--- src/rtl/uart_xcvr_param.sv ---
// ============================================================================
// Module  : uart_xcvr_param
// Purpose : Parametrised full-duplex UART (DATA_BITS / STOP_BITS / CLKS_PER_BIT)
//           with synchronised RX, false-start rejection and framing-error pulse.
//           Optional parity bit enabled by defining UART_XCVR_PARITY_EN.
// Revision: 1.0 - initial release
// ============================================================================
`default_nettype none

module uart_xcvr_param #(
  parameter int CLKS_PER_BIT = 434,
  parameter int DATA_BITS    = 8,
  parameter int STOP_BITS    = 1
`ifdef UART_XCVR_PARITY_EN
  , parameter bit PARITY_ODD = 1'b0
`endif
) (
  input  logic                 clk,
  input  logic                 reset,
  input  logic [DATA_BITS-1:0] tx_data,
  input  logic                 tx_start,
  output logic                 tx_busy,
  output logic                 tx,
  input  logic                 rx,
  output logic [DATA_BITS-1:0] rx_data,
  output logic                 rx_ready,
  output logic                 rx_frame_err
`ifdef UART_XCVR_PARITY_EN
  , output logic               rx_parity_err
`endif
);

  localparam int CW = $clog2(STOP_BITS*CLKS_PER_BIT+1);
  localparam int IW = $clog2(DATA_BITS);
  localparam logic [CW-1:0] C_BIT_LAST  = CW'(CLKS_PER_BIT-1);
  localparam logic [CW-1:0] C_HALF_LAST = CW'(CLKS_PER_BIT/2-1);
  localparam logic [CW-1:0] C_STOP_LAST = CW'(STOP_BITS*CLKS_PER_BIT-1);
  localparam logic [IW-1:0] C_IDX_LAST  = IW'(DATA_BITS-1);

  typedef enum logic [2:0] {
    TX_IDLE, TX_START, TX_DATA, TX_PARITY, TX_STOP
  } tx_state_e;

  typedef enum logic [2:0] {
    RX_IDLE, RX_START, RX_DATA, RX_PARITY, RX_STOP, RX_WAIT_HIGH
  } rx_state_e;

  // ---------------- TX engine ----------------
  tx_state_e            tx_state_q, tx_state_d;
  logic [CW-1:0]        tx_cnt_q, tx_cnt_d;
  logic [IW-1:0]        tx_idx_q, tx_idx_d;
  logic [DATA_BITS-1:0] tx_sh_q, tx_sh_d;
`ifdef UART_XCVR_PARITY_EN
  logic                 tx_par_q, tx_par_d;
`endif

  always_ff @(posedge clk) begin
    if (reset) begin
      tx_state_q <= TX_IDLE;
      tx_cnt_q   <= '0;
      tx_idx_q   <= '0;
      tx_sh_q    <= '0;
`ifdef UART_XCVR_PARITY_EN
      tx_par_q   <= 1'b0;
`endif
    end else begin
      tx_state_q <= tx_state_d;
      tx_cnt_q   <= tx_cnt_d;
      tx_idx_q   <= tx_idx_d;
      tx_sh_q    <= tx_sh_d;
`ifdef UART_XCVR_PARITY_EN
      tx_par_q   <= tx_par_d;
`endif
    end
  end

  always_comb begin
    tx_state_d = tx_state_q;
    tx_cnt_d   = tx_cnt_q;
    tx_idx_d   = tx_idx_q;
    tx_sh_d    = tx_sh_q;
`ifdef UART_XCVR_PARITY_EN
    tx_par_d   = tx_par_q;
`endif
    tx         = 1'b1;
    case (tx_state_q)
      TX_IDLE: begin
        if (tx_start) begin
          tx_sh_d    = tx_data;
          tx_cnt_d   = '0;
          tx_idx_d   = '0;
`ifdef UART_XCVR_PARITY_EN
          tx_par_d   = (^tx_data) ^ PARITY_ODD;
`endif
          tx_state_d = TX_START;
        end
      end
      TX_START: begin
        tx = 1'b0;
        if (tx_cnt_q == C_BIT_LAST) begin
          tx_cnt_d   = '0;
          tx_state_d = TX_DATA;
        end else begin
          tx_cnt_d = tx_cnt_q + CW'(1);
        end
      end
      TX_DATA: begin
        // The shift register presents the current bit at its LSB.
        tx = tx_sh_q[0];
        if (tx_cnt_q == C_BIT_LAST) begin
          tx_cnt_d = '0;
          tx_sh_d  = tx_sh_q >> 1;
          if (tx_idx_q == C_IDX_LAST) begin
`ifdef UART_XCVR_PARITY_EN
            tx_state_d = TX_PARITY;
`else
            tx_state_d = TX_STOP;
`endif
          end else begin
            tx_idx_d = tx_idx_q + IW'(1);
          end
        end else begin
          tx_cnt_d = tx_cnt_q + CW'(1);
        end
      end
`ifdef UART_XCVR_PARITY_EN
      TX_PARITY: begin
        tx = tx_par_q;
        if (tx_cnt_q == C_BIT_LAST) begin
          tx_cnt_d   = '0;
          tx_state_d = TX_STOP;
        end else begin
          tx_cnt_d = tx_cnt_q + CW'(1);
        end
      end
`endif
      TX_STOP: begin
        if (tx_cnt_q == C_STOP_LAST) begin
          tx_cnt_d   = '0;
          tx_state_d = TX_IDLE;
        end else begin
          tx_cnt_d = tx_cnt_q + CW'(1);
        end
      end
      default: tx_state_d = TX_IDLE;
    endcase
  end

  assign tx_busy = (tx_state_q != TX_IDLE);

  // ---------------- RX engine ----------------
  logic                 rx_meta_q, rx_s_q, rx_prev_q;
  rx_state_e            rx_state_q, rx_state_d;
  logic [CW-1:0]        rx_cnt_q, rx_cnt_d;
  logic [IW-1:0]        rx_idx_q, rx_idx_d;
  logic [DATA_BITS-1:0] rx_sh_q, rx_sh_d;
  logic [DATA_BITS-1:0] rx_data_q, rx_data_d;
  logic                 rx_ready_q, rx_ready_d;
  logic                 rx_ferr_q, rx_ferr_d;
`ifdef UART_XCVR_PARITY_EN
  logic                 rx_par_bad_q, rx_par_bad_d;
  logic                 rx_perr_q, rx_perr_d;
`endif

  always_ff @(posedge clk) begin
    if (reset) begin
      rx_meta_q    <= 1'b1;
      rx_s_q       <= 1'b1;
      rx_prev_q    <= 1'b1;
      rx_state_q   <= RX_IDLE;
      rx_cnt_q     <= '0;
      rx_idx_q     <= '0;
      rx_sh_q      <= '0;
      rx_data_q    <= '0;
      rx_ready_q   <= 1'b0;
      rx_ferr_q    <= 1'b0;
`ifdef UART_XCVR_PARITY_EN
      rx_par_bad_q <= 1'b0;
      rx_perr_q    <= 1'b0;
`endif
    end else begin
      rx_meta_q    <= rx;
      rx_s_q       <= rx_meta_q;
      rx_prev_q    <= rx_s_q;
      rx_state_q   <= rx_state_d;
      rx_cnt_q     <= rx_cnt_d;
      rx_idx_q     <= rx_idx_d;
      rx_sh_q      <= rx_sh_d;
      rx_data_q    <= rx_data_d;
      rx_ready_q   <= rx_ready_d;
      rx_ferr_q    <= rx_ferr_d;
`ifdef UART_XCVR_PARITY_EN
      rx_par_bad_q <= rx_par_bad_d;
      rx_perr_q    <= rx_perr_d;
`endif
    end
  end

  always_comb begin
    rx_state_d   = rx_state_q;
    rx_cnt_d     = rx_cnt_q;
    rx_idx_d     = rx_idx_q;
    rx_sh_d      = rx_sh_q;
    rx_data_d    = rx_data_q;
    rx_ready_d   = 1'b0;
    rx_ferr_d    = 1'b0;
`ifdef UART_XCVR_PARITY_EN
    rx_par_bad_d = rx_par_bad_q;
    rx_perr_d    = 1'b0;
`endif
    case (rx_state_q)
      RX_IDLE: begin
        if (rx_prev_q && !rx_s_q) begin
          rx_cnt_d   = '0;
          rx_state_d = RX_START;
        end
      end
      RX_START: begin
        // Mid-start check: a line back high here was a glitch, not a frame.
        if (rx_cnt_q == C_HALF_LAST) begin
          rx_cnt_d   = '0;
          rx_idx_d   = '0;
          rx_state_d = rx_s_q ? RX_IDLE : RX_DATA;
        end else begin
          rx_cnt_d = rx_cnt_q + CW'(1);
        end
      end
      RX_DATA: begin
        if (rx_cnt_q == C_BIT_LAST) begin
          rx_cnt_d = '0;
          rx_sh_d  = {rx_s_q, rx_sh_q[DATA_BITS-1:1]};
          if (rx_idx_q == C_IDX_LAST) begin
`ifdef UART_XCVR_PARITY_EN
            rx_state_d = RX_PARITY;
`else
            rx_state_d = RX_STOP;
`endif
          end else begin
            rx_idx_d = rx_idx_q + IW'(1);
          end
        end else begin
          rx_cnt_d = rx_cnt_q + CW'(1);
        end
      end
`ifdef UART_XCVR_PARITY_EN
      RX_PARITY: begin
        if (rx_cnt_q == C_BIT_LAST) begin
          rx_cnt_d     = '0;
          rx_par_bad_d = rx_s_q ^ (^rx_sh_q) ^ PARITY_ODD;
          rx_state_d   = RX_STOP;
        end else begin
          rx_cnt_d = rx_cnt_q + CW'(1);
        end
      end
`endif
      RX_STOP: begin
        if (rx_cnt_q == C_BIT_LAST) begin
          rx_cnt_d  = '0;
          rx_data_d = rx_sh_q;
          if (rx_s_q) begin
`ifdef UART_XCVR_PARITY_EN
            if (rx_par_bad_q) rx_perr_d = 1'b1;
            else
`endif
            rx_ready_d = 1'b1;
            rx_state_d = RX_IDLE;
          end else begin
            rx_ferr_d  = 1'b1;
            rx_state_d = RX_WAIT_HIGH;
          end
        end else begin
          rx_cnt_d = rx_cnt_q + CW'(1);
        end
      end
      RX_WAIT_HIGH: begin
        // Hold off through a break so a long low line cannot re-trigger.
        if (rx_s_q) rx_state_d = RX_IDLE;
      end
      default: rx_state_d = RX_IDLE;
    endcase
  end

  assign rx_data      = rx_data_q;
  assign rx_ready     = rx_ready_q;
  assign rx_frame_err = rx_ferr_q;
`ifdef UART_XCVR_PARITY_EN
  assign rx_parity_err = rx_perr_q;
`endif

endmodule

`default_nettype wire

--- config.mk ---
export PLATFORM = sky130hd
export DESIGN_NAME = uart_xcvr_param
export DESIGN_NICKNAME = d
export VERILOG_FILES = /design/src/rtl/uart_xcvr_param.sv
export SDC_FILE = /design/constraint.sdc
export NUM_CORES = 1
export LEC_CHECK = 0
export CORE_ASPECT_RATIO = 1.4
export CORE_MARGIN = 2
export CORE_UTILIZATION = 40
export DETAILED_ROUTE_END_ITERATION = 10
export RECOVER_POWER = 25
export SYNTH_ARGS = -nofsm -noshare
export SYNTH_HDL_FRONTEND = slang
export SYNTH_SLANG_ARGS = --single-unit
--- constraint.sdc ---
create_clock -name clk -period 2.74 [get_ports clk]
set_clock_uncertainty 0.1 [all_clocks]
set_input_delay 0.548 -clock clk [delete_from_list [all_inputs] [get_ports clk]]
set_output_delay 0.548 -clock clk [all_outputs]
set_load 0.05 [all_outputs]
Yosys cells after proc, flatten, opt, wreduce, memory -nomap -nowiden
Cells that the tools add are included.

word-level totals
  memory bits (read-only) = 0
  bits in writable memories = 0
  register bits after elaboration = 59
  word-level logic and storage cells = 102
  bits in latches = 0
  memories kept = 0
  output and inout bits = 12

operators by class
  $lt $le $gt $ge = 0
  bitwise operators = 2
  eq/ne operators = 25
  muxes and demuxes = 36
  $add $sub $neg = 4
  shift-type cells = 0
  multiply operators = 0
  reduce and logical (&&, ||, !) cells = 21
  div/mod/pow operators = 0

operators by type and width
  operator             number
  $mux 3               18
  $mux 9               5
  $pmux 9 s3           1
  $ne 2x2->1 const B   13
  $add 9x1->9 const B  2
  $eq 9x9->1 const B   2
  $pmux 9 s2           1
  $mux 8               2
  $pmux 8 s2           1
  $eq 3x3->1 const B   5
  $pmux 3 s5           1
  $pmux 3 s2           2
  $pmux 3 s4           1
  $eq 9x8->1 const B   1
  $reduce_and 2->1     4
  $reduce_and 4->1     2
  $add 3x1->3 const B  2
  $eq 3x1->1 const B   2
  $eq 3x2->1 const B   2
  $logic_not 3->1      2
  $reduce_and 6->1     1
  $reduce_bool 2->1    3
  $reduce_bool 3->1    2
  $reduce_or 3->1      2
  other kinds (9)      11

Longest topological paths before layout
  depth in word-level cells = 4
  depth in mapped cells = 8
  depth with buffers taken out = 6

Least setup slack after synthesis
Ideal clock, no wire load.

  path type = register -> output
  start = reg tx_state_q[0]
  end = out tx
  setup slack = 0.524 ns
  arrival time = 1.568 ns
  stages on the path, launching flop included = 5
  required time = 2.092 ns
  path through = dfxtp_1 clkbuf_1 nor2b_1 nor2b_1 o21bai_1

on the way
  word-level cells in the longest chain between the ends = 2

RTL lines
  element                                          line  source
  from (decl)                                      49    tx_state_e tx_state_q, tx_state_d;
  from (signal assigned)                           67    tx_state_q <= tx_state_d;
  $eq 3x2->1 / $eq 3x1->1 (equally long branches)  86    case (tx_state_q)
  $pmux 1 s2 (*)                                   86
  to (decl)                                        23    output logic tx,

Mark *: on every way between the ends. The rest lies on a longest branch, timed or not.

Final worst setup path
  start = reg tx_state_q[2]
  end = out tx_busy

on the way
  word-level cells in the longest chain between the ends = 1

RTL lines
  element            line  source
  $reduce_bool 3->1  149   assign tx_busy = (tx_state_q != TX_IDLE);
  to (decl)          22    output logic tx_busy,

No other way between the ends.

==> results.tsv <==
metric	value	unit
clock.fmax	388	MHz
post-route-min-period	2580	ps
final_common_cell	dfxtp_1	
grtUsageTotal	16.2	%
hold_viol_final	0	
tightest_slew	835	ps
insertedDiodeCount	0	
slew_viol_final	0	
dpl.hpwl	4.17	mm
gp_congestion	0.878	
syn_nets	344	
critical_path.slowest_cell	clkdlybuf4s50_1	
core	7030	sq um
final_cell_mix	59 x dfxtp_1, 38 x nor2_1, 30 x mux2i_1, 21 x clkdlybuf4s50_1, 20 x nand2_1	
insertion_delay	340	ps
cp_data_required_time	2090	ps
clockRootBuffer	clkbuf_8	
drc_errors	0	
critPathMaxFanout	13	
grt_pass1_vias	2299	
leakagePower	1.32	nW
irDropWorstVdd	339	uV
cp-end-kind	output pin	
die_y	105	um
cts_buffers	9	
drt-initial-drc-count	73	
rsz0062_at_grt	false	
setup_tns	0	ps
clkSlewWorstSetupHoldPaths	80	ps
die-area	7990	sq um
final_antenna_net_count	0	
syn_area	2910	sq um
clock_path_buffers	2	
postCtsSetupBuffers	0	
arrival	1930	ps
gr-total-overflow	0	
h-tree-depth	3	
fin_crit_sh	94.1	%
rr_worst_depth	4	
ys_types	52	
postCtsHoldBufs	0	
start_util	41.4	%
die_w	76.1	um
hold_class	flip-flop to flip-flop	
fp-row-count	36	
start_kind	flip-flop	
power_density	564	nW/um^2
synthArstFlopShare	0	%
min_path_cells	1	
ys.flop_type	dfxtp_1	
grt_max_degree	43	
slowest_delay	790	ps
yosysSeqAreaShare	40.6	%
port_buffers	23	
firstDrtPassIters	4	
wl_per_cell	13.8	um
ys_seq_elements	59	
syn-instance-count	323	
postRouteWirelength	6.10	mm
antenna_found_initial	0	
maxSlewHeadroom	44.3	%
synth.avg_cell_area	9.01	sq um
crit_chain	nor3_2, inv_1, clkdlybuf4s50_1	
crit_type	flip-flop to output pin	
synthToLayoutAreaGrowth	16.9	%
status	finished clean	
post-place-ws	218	ps
finalWorstSetupSlack	162	ps
multiInputGateArea	1630	sq um
num_vias	2363	
setup_viol	0	
regArea	1180	sq um
ys_warn_count	0	
clock-sinks	59	
drv_cap	0	
cts_tree	done	
drive_gt1_share	10.4	%
synth-edff-count	0	
ios	24	
nets	363	
grt_pass1_wl	10.5	mm
nFillCells	711	
routed_via_density	5.35	
==> layer usage <==
metal	share of wire (%)	track usage, %	vias up
met5	0	0	-
met2	52	28.1	22
met4	1.1	7.66	0
li1	-	-	1214
met1	45	18.4	1122
met3	2.7	4.58	5
==> final cells by class <==
class / instances / share of cell area, %
Multi-Input combinational cell: 236 / 47.7
Tap cell: 95 / 3.49
Inverter: 8 / 0.882
Sequential cell: 59 / 34.7
Clock buffer: 10 / 4.04
Clock inverter: 6 / 1.40
Timing Repair Buffer: 28 / 7.75
==> cell usage after synthesis (5+ instances only) <==
cell type | n | area share, %
a211oi_1 | 11 | 2.8
a21oi_1 | 14 | 2.4
buf_2 | 8 | 1.4
clkbuf_1 | 12 | 1.5
dfxtp_1 | 59 | 41
ha_1 | 9 | 3.9
inv_1 | 8 | 1.0
mux2i_1 | 30 | 10
nand2_1 | 20 | 2.6
nand3_1 | 10 | 1.7
nor2_1 | 38 | 4.9
nor2b_1 | 7 | 1.5
nor3_1 | 7 | 1.2
o21ai_0 | 7 | 1.2
o22ai_1 | 5 | 1.1
o31ai_1 | 6 | 1.5
xnor2_1 | 6 | 1.8
==> cell families after synthesis <==
group	share of synthesized area, %
AND/OR/NAND/NOR	23.2
AO/OA/AOI/OAI	14.5
adder cells (fa/ha/maj)	4.64
XOR/XNOR	2.41
multiplexers	10.7
flip-flops	40.6
buffers and inverters	3.95
==> registers in the layout, indices dropped and copies added (netlist names) <==
name	flops
rx_cnt_q	9
tx_cnt_q	9
rx_data	8
rx_sh_q	8
tx_sh_q	8
rx_idx_q	3
rx_state_q	3
tx_idx_q	3
tx_state_q	3
rx_frame_err	1
rx_meta_q	1
rx_prev_q	1
rx_ready	1
rx_s_q	1
==> path summary, 6_finish.rpt <==
kind | to | startpoint | slack [ps]
setup / recovery | tx_busy | tx_state_q[2] | 160
hold / removal | rx_s_q | rx_meta_q | 320
setup reg to reg | rx_sh_q[4] | rx_state_q[2] | 620
hold reg to reg | rx_s_q | rx_meta_q | 320
==> worst max-delay path, delay by kind of cell (launching register included) <==
| family | cells | cell delay [ps] |
|---|---|---|
| flops | 1 | 590 |
| buf+inv | 2 | 860 |
| simple gates | 1 | 140 |
==> repair_timing <==
action                                  in CTS  in global routing
gates cloned                                 0                  0
gates resized for setup                      1                  1
endpoints found under the setup margin       1                  1
pin swaps                                    0                  0
==> power breakdown <==
group | switching [W] | internal (W) | total [W]
Sequential | 0.0000342 | 0.000884 | 0.000918
Combinational | 0.000157 | 0.000103 | 0.000260
Clock | 0.000380 | 0.000362 | 0.000742
Total | 0.000571 | 0.00135 | 0.00192
==> stage by stage <==
stage / util [%] / cells / power [W] / cell area [sq um] / hold slack [ps]
after CTS: 48.6 / 442 / 0.00195 / 3410 / 320
after detailed placement: 46.0 / 426 / 0.00120 / 3230 / 297
after floorplan: - / 323 / 0.00113 / 2910 / 289
after global placement: 46.0 / 426 / 0.00120 / 3230 / 299
final: 48.5 / 442 / 0.00192 / 3400 / 316
after global routing: 48.5 / 442 / 0.00203 / 3400 / 332
No activity file was read; power rests on OpenSTA's default activity.
==> RTL edit 1, RTL diff (config.mk and constraints unchanged) <==
Make the reset (`reset`) asynchronous in 2 clocked blocks.
--- a/src/rtl/uart_xcvr_param.sv
+++ b/src/rtl/uart_xcvr_param.sv
@@ -54,7 +54,7 @@
   logic                 tx_par_q, tx_par_d;
 `endif
 
-  always_ff @(posedge clk) begin
+  always_ff @(posedge clk or posedge reset) begin
     if (reset) begin
       tx_state_q <= TX_IDLE;
       tx_cnt_q   <= '0;
@@ -162,7 +162,7 @@
   logic                 rx_perr_q, rx_perr_d;
 `endif
 
-  always_ff @(posedge clk) begin
+  always_ff @(posedge clk or posedge reset) begin
     if (reset) begin
       rx_meta_q    <= 1'b1;
       rx_s_q       <= 1'b1;
Formal check against the unedited RTL: differs if reset is asserted again (counterexample within 4 cycles, from zero or initial values and one cycle with reset high); with reset held inactive, the same outputs for 10 cycles.
==> RTL edit 1 against the unedited design <==
- non-clock buffer count down 3
- area after synthesis rose by 2.1%
- design area rose by 2.2%
- fmax rose by 0.19%
- routed wire length shrank 11%
- register-to-register slack worse by 0.23 ns
- critical path depth unchanged
- sequential cell count stayed put
- synthesized cell count fell by 14%
- worst setup slack improved by 0.0048 ns
Power is not compared: it rests on default switching activity, and its combinational part moved more than twofold at a synthesized area within 25%.
==> RTL edit 1: results (changes against the unedited design) <==
Run status
  – Outcome: finished, final reports clean

Yosys
  – Area contributors post-synth: dfrtp_1 (47%), mux2_2 (7.6%), ha_1 (3.8%)
  – Sequential share of the synthesized area: 0.498 (+0.0920)
  – Compound-Gate Fraction of Synth Area: 0.106 (-0.0384)
  – Post-synth top flop: dfrtp_1
  – Yosys warns: 0 (unchanged)
  – Synth Area in XOR/XNOR: 0.0206 (-0.00345)
  – Post-synth ARST share: 1.00 (+1.00)
  – Mux cell area share after synthesis: 0.106 (-0.000989)
  – Synth cell count leaders: dfrtp_1 (56), nor2_1 (22), mux2_2 (20)
  – Synth Area in Adders: 0.0412 (-0.00518)
  – Number of library cell types mapped by synthesis: 47 (-9.6%)
  – Syn nets: 298 (-13%)

Clocking
  – Root buf cell: clkbuf_8
  – Clock Path Buffers: 2 (unchanged)
  – Total CTS buffers: 9 (unchanged)
  – Setup bufs post-CTS: 0 (unchanged)
  – Reg clk slew, reported paths: 0.07 ns
  – CTS H-tree depth: 3 (unchanged)
  – Clk Latency, worst-skew pair: 0.34 ns (about the same)

Timing
  – Worst slew pin tran: 1.04 ns (+0.207 ns)
  – Final Max Slew Viols: 0 (unchanged)

Setup path
  – Arr. time, crit path: 1.92 ns
  – Delay-heaviest family, CP: buffers and inverters
  – Slowest cell on the critical path: clkdlybuf4s50_1
  – Critical path peak fanout: 9 (-4)
  – Max incr delay on CP: 0.70 ns (-0.09 ns)

GRT
  – Number of global-route vias before repair: 2172 (-5.5%)
  – First-pass GRT wire length: 9.80 mm (-7.0%)
  – Initial antenna violation count: 0 (unchanged)
  – Largest net degree at the start of global routing: 39 (-9.3%)
  – GRT Util Overall: 0.153 (-0.00923)

Placement
  – Routability Congestion: 0.802 (-8.7%)
  – Dpl hpwl: 3.86 mm (-7.5%)
  – PortBufs: 23 (unchanged)

Power
  – Static leakage: 1.58 nW
  – VDD IR max: 0.328 mV

Cells and area
  – Inserted Diodes: 0 (unchanged)
  – Biggest regs: rx_cnt_q (9), tx_cnt_q (9)
  – Layout cell share with drive strength beyond 1: 0.157 (+0.0536)
  – Nets: 321 (-12%)

Route
  – Via Count: 2070 (-12%)
  – Starting DRC count in detailed routing: 144 (+97%)
  – First-pass DRT Iterations: 4 (unchanged)
  – Per-cell routed wire length: 13.5 um (-2.4%)

Worst hold path
  – Hold crit path type: reg -> reg
## RTL edit 1: changes by cell type in the layout (fill, tap and decap cells not counted), sizes merged, moves of 4 or more
cell    change
dfrtp      +56
o31ai       -6
o21ai      +10
or4         -4
o22ai       -4
a211oi     -10
or3         -4
nor2       -14
and3        +9
mux2       +19
or3b        -4
dfxtp      -59
mux2i      -21
## RTL edit 1: worst paths after layout
path | start | slack, ns | depth (start not counted) | endpoint
worst max register to register | rx_cnt_q[0] | 0.39 | 6 | rx_cnt_q[0]
worst max-delay path | tx_state_q[2] | 0.17 | 3 | tx_busy
worst min register to register | rx_meta_q | 0.27 | 0 | rx_s_q
min in group asynchronous | reset | 0.69 | 2 | rx_frame_err
worst min-delay path | rx_meta_q | 0.27 | 0 | rx_s_q
max in group asynchronous | reset | 0.43 | 3 | tx_state_q[2]
## RTL edit 1: cell type report
cell class                      count  area [um2]
Tap cell                           97         121
Clock inverter                      7         100
Clock buffer                        9         124
Timing Repair Buffer               25         241
Multi-Input combinational cell    196        1380
Inverter                            9        33.8
Sequential cell                    59        1480
Fill cell                         697        3790
## RTL edit 1: through the flow
| stage | hold WS (ns) | util | instance area (um2) | instances | setup WS, ns |
|---|---|---|---|---|---|
| after detailed placement | 0.249 | 0.450 | 3270 | 386 | 0.361 |
| after CTS | 0.260 | 0.481 | 3500 | 402 | 0.137 |
| final | 0.266 | 0.479 | 3480 | 402 | 0.167 |
| after global routing | 0.271 | 0.479 | 3480 | 402 | 0.0172 |
| after global placement | 0.246 | 0.450 | 3270 | 386 | 0.387 |
| after floorplan | 0.245 | - | 2970 | 277 | 0.641 |
## RTL edit 1: what timing repair did
item,CTS,global route
setup endpoints to repair,1,0
gates resized for setup,1,0
hold buffers,0,0
## RTL edit 1: power breakdown
part | total, mW | switching (mW) | internal (mW)
Clock | 0.890 | 0.371 | 0.519
Sequential | 1.17 | 0.164 | 1.01
Combinational | 0.792 | 0.476 | 0.316
## RTL edit 1: worst register-to-register path, delay by kind of cell (launching register included)
| family | cells | cell delay [ns] |
|---|---|---|
| and+or+nand+nor | 2 | 0.21 |
| DFF | 1 | 0.45 |
| buffers and inverters | 1 | 0.23 |
| AOI/OAI and AO/OA | 2 | 1.06 |
| adders and majority gates | 1 | 0.23 |
## RTL edit 1: cells by family after synthesis
group                      Yosys count
AOI/OAI and AO/OA                   48
xor gates and xnor gates             7
adders and majority gates           10
buffers and inverters               22
DFF                                 59
muxes                               29
and+or+nand+nor                    102
## RTL edit 1: metal layers
layer	GRT usage	up-vias	wire (um)
li1	-	1031	-
met1	0.172	1013	2330
met2	0.267	19	2860
met3	0.0374	7	141
met4	0.0818	0	81
met5	0	-	0
==> RTL edit 2, RTL diff (same settings) <==
Without the edit above. The parameter `DATA_BITS` goes from 8 to 16.
--- a/src/rtl/uart_xcvr_param.sv
+++ b/src/rtl/uart_xcvr_param.sv
@@ -9,7 +9,7 @@
 
 module uart_xcvr_param #(
   parameter int CLKS_PER_BIT = 434,
-  parameter int DATA_BITS    = 8,
+  parameter int DATA_BITS    = 16,
   parameter int STOP_BITS    = 1
 `ifdef UART_XCVR_PARITY_EN
   , parameter bit PARITY_ODD = 1'b0
Interface: changed (resized rx_data and tx_data); port bits go from 24 to 40. No check against the original RTL was run, so the function may have changed too.
==> RTL edit 2 against the unedited design <==
- synthesized cell count up 34%
- count of clock-buffer cells in the layout up 2
- largest power group unchanged
- critical path depth up 1
- critical path type unchanged
- routed wire length up 23%
- first-iteration DRC count up 21%
- area after synthesis up 31%
- final cell count up 31%
- utilization about the same
- worst setup slack worse by 0.018 ns
- design area up 33%
- combinational power rose to 3.9 times the old value
- sequential cell count up 26
- power up 95%
==> RTL edit 2: results (changes against the unedited design) <==
Cells and area
  – Register area: 1700 um2 (+44%)
  – Clock buffer cells: 12 (+2)
  – Layout cell share with drive strength beyond 1: 0.0814 (-0.0224)
  – Non-clock buffers: 46 (+64%)
  – Clock-cell share: 0.0685 (+0.0141)
  – Layout fillers: 929 (+31%)
  – Inverter count: 7 (-1)
  – NonClk Buf Share: 0.101 (+0.0233)
  – Multi-In Gates: 314 (+33%)

Placement
  – PortBufs: 39 (+70%)
  – Routability Congestion: 0.749 (-15%)
  – Pre-CTS setup slack: 0.286 ns (+0.0687 ns)
  – Dpl hpwl: 5.05 mm (+21%)

Run status
  – Outcome: finished, final reports clean

Setup path
  – FF-to-FF setup slack: 0.45 ns (-0.17 ns)
  – Arr. time, crit path: 1.95 ns (+0.02 ns)
  – CP startpoint: tx_state_q[0]
  – Reg-to-reg startpoint: rx_cnt_q[0]
  – Critical path peak fanout: 10 (-3)

Route
  – M1 WL: 3.50 mm (+29%)
  – Starting DRC count in detailed routing: 88 (+21%)
  – Routed length on met2: 3.66 mm (+16%)
  – Via Count: 3120 (+32%)
  – Met3 routed WL: 274 um (+66%)

Yosys
  – Synth cell count leaders: dfxtp_1 (85), nand2_1 (74), nor2_1 (60)
  – Syn nets: 461 (+34%)
  – Area contributors post-synth: dfxtp_1 (45%), nand2_1 (7.3%), nor2_1 (5.9%)

Clocking
  – Reg clk slew, reported paths: 0.06 ns (-0.02 ns)
  – Root buf cell: clkbuf_16
  – Clock sink count: 85 (+44%)

GRT
  – GRT Util Overall: 0.155 (-0.00748)
  – Number of global-route vias before repair: 3047 (+33%)
  – First-pass GRT wire length: 13.2 mm (+25%)
  – Largest net degree at the start of global routing: 49 (+14%)

Timing
  – Setup ws final: 0.144 ns (-0.0180 ns)

Power
  – Static leakage: 1.76 nW (+34%)
## RTL edit 2: cell count changes after synthesis, sizes merged, moves of 5 or more
cell	before	now
nand2	20	75
dfxtp	59	85
nor2	38	60
a311oi	3	23
a21oi	14	31
mux2i	30	21
buf	8	16
a211oi	11	4
nor2b	7	1
o31ai	6	0
and3	1	6
## RTL edit 2: where the power goes
group / total, mW / switching, mW / leakage [nW] / internal [mW]
Combinational: 1.02 / 0.600 / 0.916 / 0.421
Sequential: 1.49 / 0.125 / 0.690 / 1.36
Clock: 1.23 / 0.457 / 0.155 / 0.775
## RTL edit 2: path summary, 6_finish.rpt
| kind | endpoint | cells past startpoint |
|---|---|---|
| setup reg to reg | rx_state_q[0] | 7 |
| hold reg to reg | rx_s_q | 1 |
| setup / recovery | tx | 4 |
| hold / removal | rx_s_q | 1 |
## RTL edit 2: routing by layer
layer / track usage / vias up
met5: 0 / -
met4: 0.0508 / 0
met3: 0.0392 / 8
met2: 0.264 / 49
met1: 0.188 / 1483
li1: - / 1580
## RTL edit 2: cell families after synthesis
| group | after synthesis | synth area share |
|---|---|---|
| AND/OR/NAND/NOR | 186 | 0.229 |
| AO/OA/AOI/OAI | 86 | 0.164 |
| flip-flops | 85 | 0.445 |
| buffers and inverters | 35 | 0.0501 |
| multiplexers | 22 | 0.0580 |
| XOR/XNOR | 12 | 0.0275 |
| adder cells (fa/ha/maj) | 8 | 0.0255 |
## RTL edit 2: critical path, cell delays in order, from the launching register on
cell and delay (ns):
dfxtp_1 0.51, nor2_1 0.09, mux2i_1 0.12, or2_2 0.12, clkdlybuf4s50_1 0.79
## RTL edit 2: stage by stage
step	instances	area, um2	total power, mW
final	577	4530	3.74
after global routing	577	4530	3.99
after CTS	577	4570	3.79
after detailed placement	562	4260	2.55
after global placement	562	4260	2.52
after floorplan	434	3820	2.34
